===== src/rtl/cond_flag_unit_if.sv =====
// Signal bundle between the execute-stage decoder/ALU and cond_flag_unit.
// Valid qualifies every other decoder-side input in the same cycle; there is no back-pressure.
interface cond_flag_unit_if #(
  parameter int CNT_W = 16
);
  logic             Valid;
  logic [3:0]       Cond;
  logic [3:0]       ALUFlag;
  logic [1:0]       ALUControl;
  logic [1:0]       FlagW;
  logic             PCS;
  logic             RegW;
  logic             MemW;
  logic             NoWrite;
  logic             CondEx;
  logic             PCSrc;
  logic             RegWrite;
  logic             MemWrite;
  logic [3:0]       Flags;
  logic [CNT_W-1:0] SquashCount;

  modport master (
    output Valid, Cond, ALUFlag, ALUControl, FlagW, PCS, RegW, MemW, NoWrite,
    input  CondEx, PCSrc, RegWrite, MemWrite, Flags, SquashCount
  );

  modport slave (
    input  Valid, Cond, ALUFlag, ALUControl, FlagW, PCS, RegW, MemW, NoWrite,
    output CondEx, PCSrc, RegWrite, MemWrite, Flags, SquashCount
  );
endinterface


===== src/rtl/cond_flag_unit.sv =====
// Architectural condition flags, condition evaluation and write-enable gating,
// plus a saturating count of condition-failed instructions.
module cond_flag_unit #(
  parameter bit CARRY_IS_BORROW = 1'b1,
  parameter int CNT_W           = 16
) (
  input logic             clk,
  input logic             reset,
  cond_flag_unit_if.slave bus
);

  logic [3:0]       flags_q;
  logic [CNT_W-1:0] cnt_q;
  logic             cond_result;
  logic             cond_ex;
  logic             n_f, z_f, c_f, v_f;
  logic             c_in;

  assign n_f = flags_q[3];
  assign z_f = flags_q[2];
  assign c_f = flags_q[1];
  assign v_f = flags_q[0];

  // Conditions always read the stored flags; ALUFlag is never bypassed in.
  always_comb begin
    cond_result = 1'b0;
    case (bus.Cond)
      4'b0000: cond_result = z_f;
      4'b0001: cond_result = !z_f;
      4'b0010: cond_result = c_f;
      4'b0011: cond_result = !c_f;
      4'b0100: cond_result = n_f;
      4'b0101: cond_result = !n_f;
      4'b0110: cond_result = v_f;
      4'b0111: cond_result = !v_f;
      4'b1000: cond_result = c_f && !z_f;
      4'b1001: cond_result = !c_f || z_f;
      4'b1010: cond_result = (n_f == v_f);
      4'b1011: cond_result = (n_f != v_f);
      4'b1100: cond_result = !z_f && (n_f == v_f);
      4'b1101: cond_result = z_f || (n_f != v_f);
      4'b1110: cond_result = 1'b1;
      default: cond_result = 1'b0;
    endcase
  end

  assign cond_ex      = bus.Valid && cond_result;
  assign bus.CondEx   = cond_ex;
  assign bus.PCSrc    = bus.PCS && cond_ex;
  assign bus.RegWrite = bus.RegW && cond_ex && !bus.NoWrite;
  assign bus.MemWrite = bus.MemW && cond_ex;
  assign bus.Flags    = flags_q;
  assign bus.SquashCount = cnt_q;

  // A subtract's ALU carry is a borrow; the architectural C is not-borrow.
  assign c_in = bus.ALUFlag[1] ^ (CARRY_IS_BORROW && (bus.ALUControl == 2'b01));

  always_ff @(posedge clk) begin
    if (reset) begin
      flags_q <= 4'b0000;
    end else if (cond_ex) begin
      if (bus.FlagW[1]) flags_q[3:2] <= bus.ALUFlag[3:2];
      if (bus.FlagW[0]) flags_q[1:0] <= {c_in, bus.ALUFlag[0]};
    end
  end

  always_ff @(posedge clk) begin
    if (reset) begin
      cnt_q <= '0;
    end else if (bus.Valid && !cond_ex && (cnt_q != {CNT_W{1'b1}})) begin
      cnt_q <= cnt_q + 1'b1;
    end
  end

endmodule


===== src/flat_wrapper.sv =====
// flat-port wrapper written by rule: the top's interface ports become plain ports
module cond_flag_unit_flat 
#(
  parameter bit CARRY_IS_BORROW = 1'b1,
  parameter int CNT_W           = 16
)
  (clk, reset, bus_Valid, bus_Cond, bus_ALUFlag, bus_ALUControl, bus_FlagW, bus_PCS, bus_RegW, bus_MemW, bus_NoWrite, bus_CondEx, bus_PCSrc, bus_RegWrite, bus_MemWrite, bus_Flags, bus_SquashCount);
  cond_flag_unit_if #(.CNT_W(CNT_W)) bus_i ();
  input logic clk;
  input logic reset;
  input wire logic [$bits(bus_i.Valid)-1:0] bus_Valid;
  input wire logic [$bits(bus_i.Cond)-1:0] bus_Cond;
  input wire logic [$bits(bus_i.ALUFlag)-1:0] bus_ALUFlag;
  input wire logic [$bits(bus_i.ALUControl)-1:0] bus_ALUControl;
  input wire logic [$bits(bus_i.FlagW)-1:0] bus_FlagW;
  input wire logic [$bits(bus_i.PCS)-1:0] bus_PCS;
  input wire logic [$bits(bus_i.RegW)-1:0] bus_RegW;
  input wire logic [$bits(bus_i.MemW)-1:0] bus_MemW;
  input wire logic [$bits(bus_i.NoWrite)-1:0] bus_NoWrite;
  output wire logic [$bits(bus_i.CondEx)-1:0] bus_CondEx;
  output wire logic [$bits(bus_i.PCSrc)-1:0] bus_PCSrc;
  output wire logic [$bits(bus_i.RegWrite)-1:0] bus_RegWrite;
  output wire logic [$bits(bus_i.MemWrite)-1:0] bus_MemWrite;
  output wire logic [$bits(bus_i.Flags)-1:0] bus_Flags;
  output wire logic [$bits(bus_i.SquashCount)-1:0] bus_SquashCount;
  assign bus_i.Valid = bus_Valid;
  assign bus_i.Cond = bus_Cond;
  assign bus_i.ALUFlag = bus_ALUFlag;
  assign bus_i.ALUControl = bus_ALUControl;
  assign bus_i.FlagW = bus_FlagW;
  assign bus_i.PCS = bus_PCS;
  assign bus_i.RegW = bus_RegW;
  assign bus_i.MemW = bus_MemW;
  assign bus_i.NoWrite = bus_NoWrite;
  assign bus_CondEx = bus_i.CondEx;
  assign bus_PCSrc = bus_i.PCSrc;
  assign bus_RegWrite = bus_i.RegWrite;
  assign bus_MemWrite = bus_i.MemWrite;
  assign bus_Flags = bus_i.Flags;
  assign bus_SquashCount = bus_i.SquashCount;
  cond_flag_unit #(.CARRY_IS_BORROW(CARRY_IS_BORROW), .CNT_W(CNT_W)) u_core (.clk(clk), .reset(reset), .bus(bus_i));
endmodule

===== config.mk =====
export PLATFORM = sky130hd
export DESIGN_NAME = cond_flag_unit_flat
export DESIGN_NICKNAME = d
export VERILOG_FILES = /design/src/rtl/cond_flag_unit_if.sv /design/src/rtl/cond_flag_unit.sv /design/src/flat_wrapper.sv
export SDC_FILE = /design/constraint.sdc
export NUM_CORES = 1
export LEC_CHECK = 0
export BUFFER_PORTS_ARGS = -buffer_cell sky130_fd_sc_hd__buf_2
export CORE_MARGIN = 2
export CORE_UTILIZATION = 44
export DETAILED_ROUTE_END_ITERATION = 7
export PLACE_DENSITY = 0.77
export SLEW_MARGIN = 20
export SYNTH_ARGS = -nofsm -noshare
export SYNTH_HDL_FRONTEND = slang
export SYNTH_SLANG_ARGS = --single-unit

===== constraint.sdc =====
create_clock -name clk -period 2.41 [get_ports clk]
set_input_delay 0.1205 -clock clk [delete_from_list [all_inputs] [get_ports clk]]
set_output_delay 0.1205 -clock clk [all_outputs]
set_load 0.02 [all_outputs]

## Word-level counts from Yosys, hierarchy flattened

Index checks and enable logic that the tools add are counted.
W data, S select, Z words.

- Word-level logic and storage cells: 44
- Register bits: 20

- Mux-type cells: 1
- Bitwise gates (word level): 1
- Reduce and logical (&&, ||, !) cells: 20
- Add/sub/neg operators: 1
- Equality and inequality tests: 18

Operators by type and width:

| kind | count |
|---|---|
| $eq A4 B4 Y1 const B | 7 |
| $add A16 B1 Y16 const B | 1 |
| $eq A4 B3 Y1 const B | 4 |
| $ne A16 B16 Y1 const B | 1 |
| $pmux W1 S15 | 1 |
| $logic_and A1 B1 Y1 | 9 |
| $eq A4 B2 Y1 const B | 2 |
| $logic_not A1 Y1 | 6 |
| $eq A4 B1 Y1 const B | 1 |
| $logic_not A4 Y1 | 1 |
| $reduce_and A2 Y1 | 2 |
| $eq A2 B1 Y1 const B | 1 |
| $logic_or A1 B1 Y1 | 2 |
| $eq A1 B1 Y1 | 1 |
| $ne A1 B1 Y1 | 1 |
| $xor A1 B1 Y1 | 1 |

## Logic depth before layout (Yosys ltp)

Gate-level depths: netlist (run 1).

- Word-level depth: 7
- Gate-level depth with buffers: 9
- Mapped depth without buffers: 7

## Least setup slack after synthesis (run 1)

OpenSTA, ideal clock, no wires.

- Path type: register -> register
- Start: reg u_core.flags_q[3], in the netlist u_core.bus.Flags[3]
- End: reg u_core.cnt_q[10], in the netlist u_core.bus.SquashCount[10]
- Arrival: 2,331 ps
- Data required time: 2,289 ps
- Setup time: 121 ps
- Slack: -41 ps
- Stages on the path, launching flop included: 8
- Buffers on the path: 1
- Clock period less this slack: 2,451 ps
- Cell sequence: dfxtp_1 > xnor2_1 > mux2i_1 > a311oi_1 > or4_1 > buf_2 > nor4_1 > mux2_2

- Word-level cells in the longest chain between the ends: 7
- Elaborated cells between the ends (all ways): 10
- Those cells by class: eq/ne (2); mux (1); reduce/logical (7)

RTL lines:

| item | RTL line | source |
|---|---|---|
| start: declaration | cond_flag_unit.sv:12 | `logic [3:0] flags_q;` |
| start signal: assignment | cond_flag_unit.sv:62 | `if (bus.FlagW[1]) flags_q[3:2] <= bus.ALUFlag[3:2];` |
| $ne A1 B1 Y1 or $eq A1 B1 Y1 (tied branches) | - |  |
| $logic_or A1 B1 Y1 or $logic_and A1 B1 Y1 (tied branches) | cond_flag_unit.sv:41, cond_flag_unit.sv:40 |  |
| $pmux W1 S15 (*) | cond_flag_unit.sv:27 | `case (bus.Cond)` |
| $logic_and A1 B1 Y1 (*) | cond_flag_unit.sv:47 | `assign cond_ex = bus.Valid && cond_result;` |
| $logic_not A1 Y1 (*) | cond_flag_unit.sv:70 | `end else if (bus.Valid && !cond_ex && (cnt_q != {CNT_W{1'b1}})) begin` |
| $logic_and A1 B1 Y1 (*) (2 in series) | cond_flag_unit.sv:70 |  |
| end signal: assignment | cond_flag_unit.sv:71 | `cnt_q <= cnt_q + 1'b1;` |
| end: declaration | cond_flag_unit.sv:13 | `logic [CNT_W-1:0] cnt_q;` |

Mark *: on every way between the ends. The rest lies on a longest branch, timed or not.
A chain may end at the register's enable or synchronous reset.

## Final worst setup path (run 1)

- Start: reg u_core.flags_q[3], in the netlist u_core.bus.Flags[3]
- End: out bus_RegWrite

- Word-level cells in the longest chain between the ends: 6
- Elaborated cells between the ends (all ways): 9
- Those cells by class: eq/ne (2); mux (1); reduce/logical (6)

RTL lines:

| item | RTL line | source |
|---|---|---|
| $ne A1 B1 Y1 or $eq A1 B1 Y1 (tied branches) | - |  |
| $logic_or A1 B1 Y1 or $logic_and A1 B1 Y1 (tied branches) | cond_flag_unit.sv:41, cond_flag_unit.sv:40 |  |
| $pmux W1 S15 (*) | cond_flag_unit.sv:27 |  |
| $logic_and A1 B1 Y1 (*) | cond_flag_unit.sv:47 |  |
| $logic_and A1 B1 Y1 (*) (2 in series) | cond_flag_unit.sv:50 | `assign bus.RegWrite = bus.RegW && cond_ex && !bus.NoWrite;` |
| end: declaration | flat_wrapper.sv:22 | `output wire logic [$bits(bus_i.RegWrite)-1:0] bus_RegWrite;` |

Marked as above.

==> out/qor.csv, run 1 <==
metric,value,unit
final setup margin,-0.00459,ns
FF-to-FF setup slack,0.03,ns
DRT Pass-1 Iters,4,
Async SR Flop Fraction,0,%
Top Ports,43,
Final Critical Period,2.41,ns
TritonCTS clock tree,built,
crit share post-route,100,%
post-synth top area share,33.6,%
final WL,3160,microns
clock buffer depth,2,
Final Setup Violations,1,
"most common cell after layout, fill and taps aside",buf_2,
pins over their slew limit,0,
mapped cell area,1190,sq um
Area Overhead vs Synth,33.8,%
most frequent cells in the layout,"buf_2, dfxtp_1, nor2_1",
Setup crit end kind,output pin,
clock root buffer,clkbuf_4,
hold_sp,bus_ALUFlag[0],
global-route wire length before repair,4720,microns
vias per cell,5.78,
DR vias,1323,
1st-iter DRT viols,44,
CP Data Required Time,2.29,ns
synthesized flop and latch total,20,
leading area contributor after synthesis,dfxtp_1,
n_diodes,0,
Pwr Density,495,nW/um^2
hold depth,3,
failing checks,setup timing,
initial antenna violation count,0,
CTS buffer count,3,
WL per Instance,13.8,microns
# DRC,0,
Rel. slew slack,56.3,%
"Seq/Total Area, Yosys",33.6,%
maximum fanout along the worst path,6,
design area,1600,sq um
grt total ovfl,0,
Skew-Pair Late Insertion Delay,0.31,ns
area post-placement,1460,sq um
Worst VDD drop,0.416,mV
"Top FF cell, synth",dfxtp_1,
number of global-route vias before repair,1092,
PortBufs,42,
hold endpoint,u_core.bus.Flags[0]$_SDFFE_PP0P_,
clock skew,0.00158,ns
Num Clock Sinks,20,
RR Endpoint,u_core.bus.Flags[3]$_SDFFE_PP0P_,
Leak,0.701,nW
total track usage,18.1,%
reg-to-reg startpoint,u_core.bus.Flags[3]$_SDFFE_PP0P_,
post-route ant nets,0,
fmax,0.414,GHz
Detail Placement HPWL,2190,microns
Post-synth EDFFs,0,
type of origin of the critical path,flip-flop,
FP Rows,18,
cell count after synthesis,149,
dpl ws,0.0338,ns
H-tree lvl count,1,
CP arrival,2.29,ns
core footprint,2520,sq um
Die Y,56.1,microns
total of max-cap violations,0,
"Hold Vio Cnt, Final",0,
largest net degree at the start of global routing,24,
CP Class,reg -> out,
proportion of layout cells with a drive suffix above 1,35.7,%
HP Class,in -> reg,
clk slew on worst S/H paths,0.12,ns
Hold WS,0.0325,ns
distinct cell type count after synthesis,38,
status,"complete, but fails checks",
worst reg2reg path depth,10,
Die X,56.1,microns
synth top area cells,"dfxtp_1, a21oi_1, nor2_1",
Final GP Congestion,0.814,
yosys warns,0,
Initial Util,47.3,%
syn avg cell area,8.00,sq um
Die ar.,3140,sq um
Worst-Margin Slew,0.649,ns
nets,220,
"Net Count, Synth",169,
RSZ-0062 raised after global routing,yes,
-- cell type report --
cell class / instances / area, sq um
repair buffers: 54 / 310
well taps: 30 / 37.5
inverters: 4 / 15.0
fillers: 225 / 927
multi-input cells: 117 / 773
flip-flops and latches: 20 / 407
clock buffers: 3 / 22.5
clock inverters: 1 / 30.0
-- state kept, by name, summed over array words and instances, names as in the netlist --
signal                  count
u_core.bus.SquashCount     16
u_core.bus.Flags            4
-- how the worst max path moves through the flow --
stage	from	to	slack, ns	cells past startpoint
2_1_floorplan	u_core.bus.Flags[1]$_SDFFE_PP0P_	u_core.bus.SquashCount[10]$_SDFFE_PP0P_	0.02	7
3_3_place_gp	u_core.bus.Flags[3]$_SDFFE_PP0P_	u_core.bus.SquashCount[6]$_SDFFE_PP0P_	0.10	7
3_5_place_dp	u_core.bus.Flags[3]$_SDFFE_PP0P_	u_core.bus.SquashCount[4]$_SDFFE_PP0P_	0.03	7
4_1_cts	u_core.bus.Flags[3]$_SDFFE_PP0P_	bus_RegWrite	0.02	8
5_1_grt	u_core.bus.Flags[3]$_SDFFE_PP0P_	bus_RegWrite	-0.07	8
6_report	u_core.bus.Flags[3]$_SDFFE_PP0P_	bus_RegWrite	-0.005	8
-- Yosys cell counts (2+ instances only) --
master / count
o21ai_0: 8
a311oi_1: 2
dfxtp_1: 20
mux2_2: 2
nand2_1: 11
nand2b_1: 2
nor2b_1: 3
mux2i_1: 5
nor2_1: 14
nand4_1: 5
buf_2: 4
a31oi_1: 2
xnor2_1: 4
nand3_1: 4
clkbuf_1: 2
xor2_1: 3
or4_1: 6
o31ai_1: 4
and2_1: 2
or3_1: 6
nor4_1: 6
inv_1: 4
o311ai_0: 2
and3_1: 4
a21oi_1: 11
-- metrics by stage --
step                total power [W]  TNS (ns)  utilization (%)  std cells
finish                     0.000790  -0.00459             63.2        229
CTS                        0.000770         0             60.3        225
detailed placement         0.000488         0             57.9        221
floorplan                  0.000438         0                -        149
global route               0.000831    -0.151             63.2        229
global placement           0.000483         0             57.9        221
-- critical path, cell delays in order, from the launching register on --
cell and delay [ns]:
dfxtp_4 0.40, xor2_2 0.18, a22oi_2 0.24, o311ai_2 0.16, buf_4 0.17, or3_4 0.38, and2_4 0.15, and3b_1 0.17
buf_6 0.13
-- cell families after synthesis --
logic type	count (synthesis)	synth area share, %
simple gates	69	32.1
compound gates	33	17.2
mux	7	6.09
buf+inv	12	4.83
fa+ha+maj	1	1.05
xor+xnor	7	5.14
flops	20	33.6
-- power by group --
| part | total (W) | internal, W | leakage [nW] | switching (W) |
|---|---|---|---|---|
| registers | 0.000346 | 0.000337 | 0.163 | 0.00000941 |
| clock network | 0.000282 | 0.000168 | 0.0279 | 0.000113 |
| logic | 0.000163 | 0.0000767 | 0.510 | 0.0000858 |
-- timing repair --
item	in CTS	in global routing
pin swaps	1	5
setup endpoints to repair	1	3
gates resized for setup	2	11
setup buffers	0	4
hold buffers	0	0
-- metal layers --
layer | vias to the layer above | track usage, % | part of all wire [%]
li1 | 657 | - | -
met1 | 612 | 22.9 | 41
met2 | 45 | 31.3 | 51
met3 | 9 | 2.79 | 5.6
met4 | 0 | 5.78 | 2.3
met5 | - | 0 | 0
(Power assumes the default switching activity.)
==> run 2, diff against run 1 <==
--- a/config.mk
+++ b/config.mk
@@ -6,10 +6,12 @@
 export NUM_CORES = 1
 export LEC_CHECK = 0
 export BUFFER_PORTS_ARGS = -buffer_cell sky130_fd_sc_hd__buf_2
+export CELL_PAD_IN_SITES_DETAIL_PLACEMENT = 1
+export CELL_PAD_IN_SITES_GLOBAL_PLACEMENT = 2
 export CORE_MARGIN = 2
-export CORE_UTILIZATION = 44
+export CORE_UTILIZATION = 24
 export DETAILED_ROUTE_END_ITERATION = 7
-export PLACE_DENSITY = 0.77
+export PLACE_DENSITY_LB_ADDON = 0.1
 export SLEW_MARGIN = 20
 export SYNTH_ARGS = -nofsm -noshare
 export SYNTH_HDL_FRONTEND = slang
==> out/qor.csv, run 2 (same netlist as run 1, synthesis figures left out) <==
metric,value,unit
CTS buffer count,3,
Initial Util,25.1,%
proportion of layout cells with a drive suffix above 1,35.6,%
Worst-Margin Slew,0.436,ns
nets,224,
crit share post-route,95.6,%
pins over their slew limit,0,
CTS Hold Bufs,0,
initial antenna violation count,0,
Setup crit end kind,flip-flop,
Leak,0.708,nW
number of global-route vias before repair,1337,
hold endpoint,u_core.bus.Flags[2]$_SDFFE_PP0P_,
Final GP Congestion,0.781,
HP Class,in -> reg,
Skew-Pair Late Insertion Delay,0.26,ns
DRT Pass-1 Iters,4,
type of origin of the critical path,flip-flop,
reg-to-reg startpoint,u_core.bus.Flags[3]$_SDFFE_PP0P_,
Final Util,34.4,%
delay of the slowest critical-path stage,0.51,ns
Critical Path Slowest Stage Cell,or4_1,
Worst VDD drop,0.272,mV
clock root buffer,clkbuf_8,
status,"complete, no violations",
largest net degree at the start of global routing,24,
Die ar.,5550,sq um
1st-iter DRT viols,27,
TritonCTS clock tree,built,
most frequent cells in the layout,"buf_2, dfxtp_1, buf_4, nor2_1",
clock skew,0.00599,ns
metal2 WL,1700,microns
core footprint,4750,sq um
max FFs per register,16,
"Hold Vio Cnt, Final",0,
maximum fanout along the worst path,13,
Rel. slew slack,70.9,%
PortBufs,42,
FF-to-FF setup slack,0.11,ns
Detail Placement HPWL,2760,microns
Final Setup Violations,0,
CP Class,reg -> reg,
DR vias,1315,
WL met3,157,microns
post-route ant nets,0,
"most common cell after layout, fill and taps aside",buf_2,
grt total ovfl,0,
M1 wire length,1660,microns
Top Ports,43,
Final Non-Filler Cells,269,
# DRC,0,
final WL,3550,microns
FP Rows,25,
CP Cell Sequence,xnor2_2 -> mux2i_1 -> a311oi_2 -> or4_1 -> buf_4 -> nor4_2 -> mux2_2,
vias per cell,4.89,
placed insts,266,
CP Data Required Time,2.56,ns
Area Overhead vs Synth,37.3,%
H-tree lvl count,1,
total of max-cap violations,0,
hold_sp,bus_ALUFlag[2],
Die Y,74.5,microns
Top Metal Used,met4,
total track usage,13.4,%
CP arrival,2.45,ns
RR Endpoint,u_core.bus.SquashCount[10]$_SDFFE_PP0P_,
clk slew on worst S/H paths,0.08,ns
Num Clock Sinks,20,
hold depth,3,
fmax,0.434,GHz
clock buffer depth,2,
Die X,74.5,microns
n_diodes,0,
Pwr Density,440,nW/um^2
worst reg2reg path depth,7,
Final Critical Period,2.30,ns
WL per Instance,13.2,microns
RSZ-0062 raised after global routing,yes,
global-route wire length before repair,5960,microns
run 2: changes by cell type in the layout (fill, tap and decap cells not counted), sizes merged:
cell | previous run | this run
buf | 54 | 58
bufinv | 1 | 0
run 2: critical path, delay by kind of cell, from the launching register on:
kind	cells	cell delay (ns)
muxes	2	0.60
DFF	1	0.35
buffers and inverters	1	0.19
and+or+nand+nor	2	0.78
xor gates and xnor gates	1	0.16
AOI/OAI and AO/OA	1	0.13
run 2: timing repair:
action,in CTS,in global routing
buffers inserted,0,0
setup endpoints to repair,0,10
resized for setup,0,7
run 2: where the power goes:
group          internal [W]  switching (W)
clock network      0.000111       0.000108
logic             0.0000704      0.0000857
registers          0.000337     0.00000757
total              0.000519       0.000202
run 2: how the worst max path moves through the flow:
stage | from | to
3_5_place_dp | u_core.bus.Flags[2]$_SDFFE_PP0P_ | u_core.bus.SquashCount[10]$_SDFFE_PP0P_
3_3_place_gp | u_core.bus.Flags[1]$_SDFFE_PP0P_ | u_core.bus.SquashCount[10]$_SDFFE_PP0P_
2_1_floorplan | u_core.bus.Flags[1]$_SDFFE_PP0P_ | u_core.bus.SquashCount[10]$_SDFFE_PP0P_
4_1_cts | u_core.bus.Flags[2]$_SDFFE_PP0P_ | u_core.bus.SquashCount[10]$_SDFFE_PP0P_
5_1_grt | u_core.bus.Flags[1]$_SDFFE_PP0P_ | u_core.bus.SquashCount[10]$_SDFFE_PP0P_
6_report | u_core.bus.Flags[3]$_SDFFE_PP0P_ | u_core.bus.SquashCount[10]$_SDFFE_PP0P_
run 2: area by class of cell:
type                    count  area, sq um
fillers                   602         3120
flip-flops and latches     20          404
well taps                  67         83.8
clock buffers               3         41.3
repair buffers             58          330
inverters                   4         15.0
multi-input cells         117          762
run 2: through the flow:
step                total power (W)  cell area, sq um  hold WS, ns  TNS, ns  setup WS [ns]
floorplan                  0.000438              1190        0.264        0         0.0166
global placement           0.000500              1570        0.358        0          0.112
detailed placement         0.000504              1570        0.373        0         0.0516
CTS                        0.000729              1610       0.0998        0         0.0420
global route               0.000766              1640        0.108  -0.0367        -0.0209
finish                     0.000720              1640        0.110        0          0.106
run 2: metal layers:
metal  global-route usage (%)  vias to the layer above
met3                     3.39                        4
met1                     17.1                      623
met2                     23.2                       27
li1                         -                      661
met4                     2.58                        0
met5                        0                        -
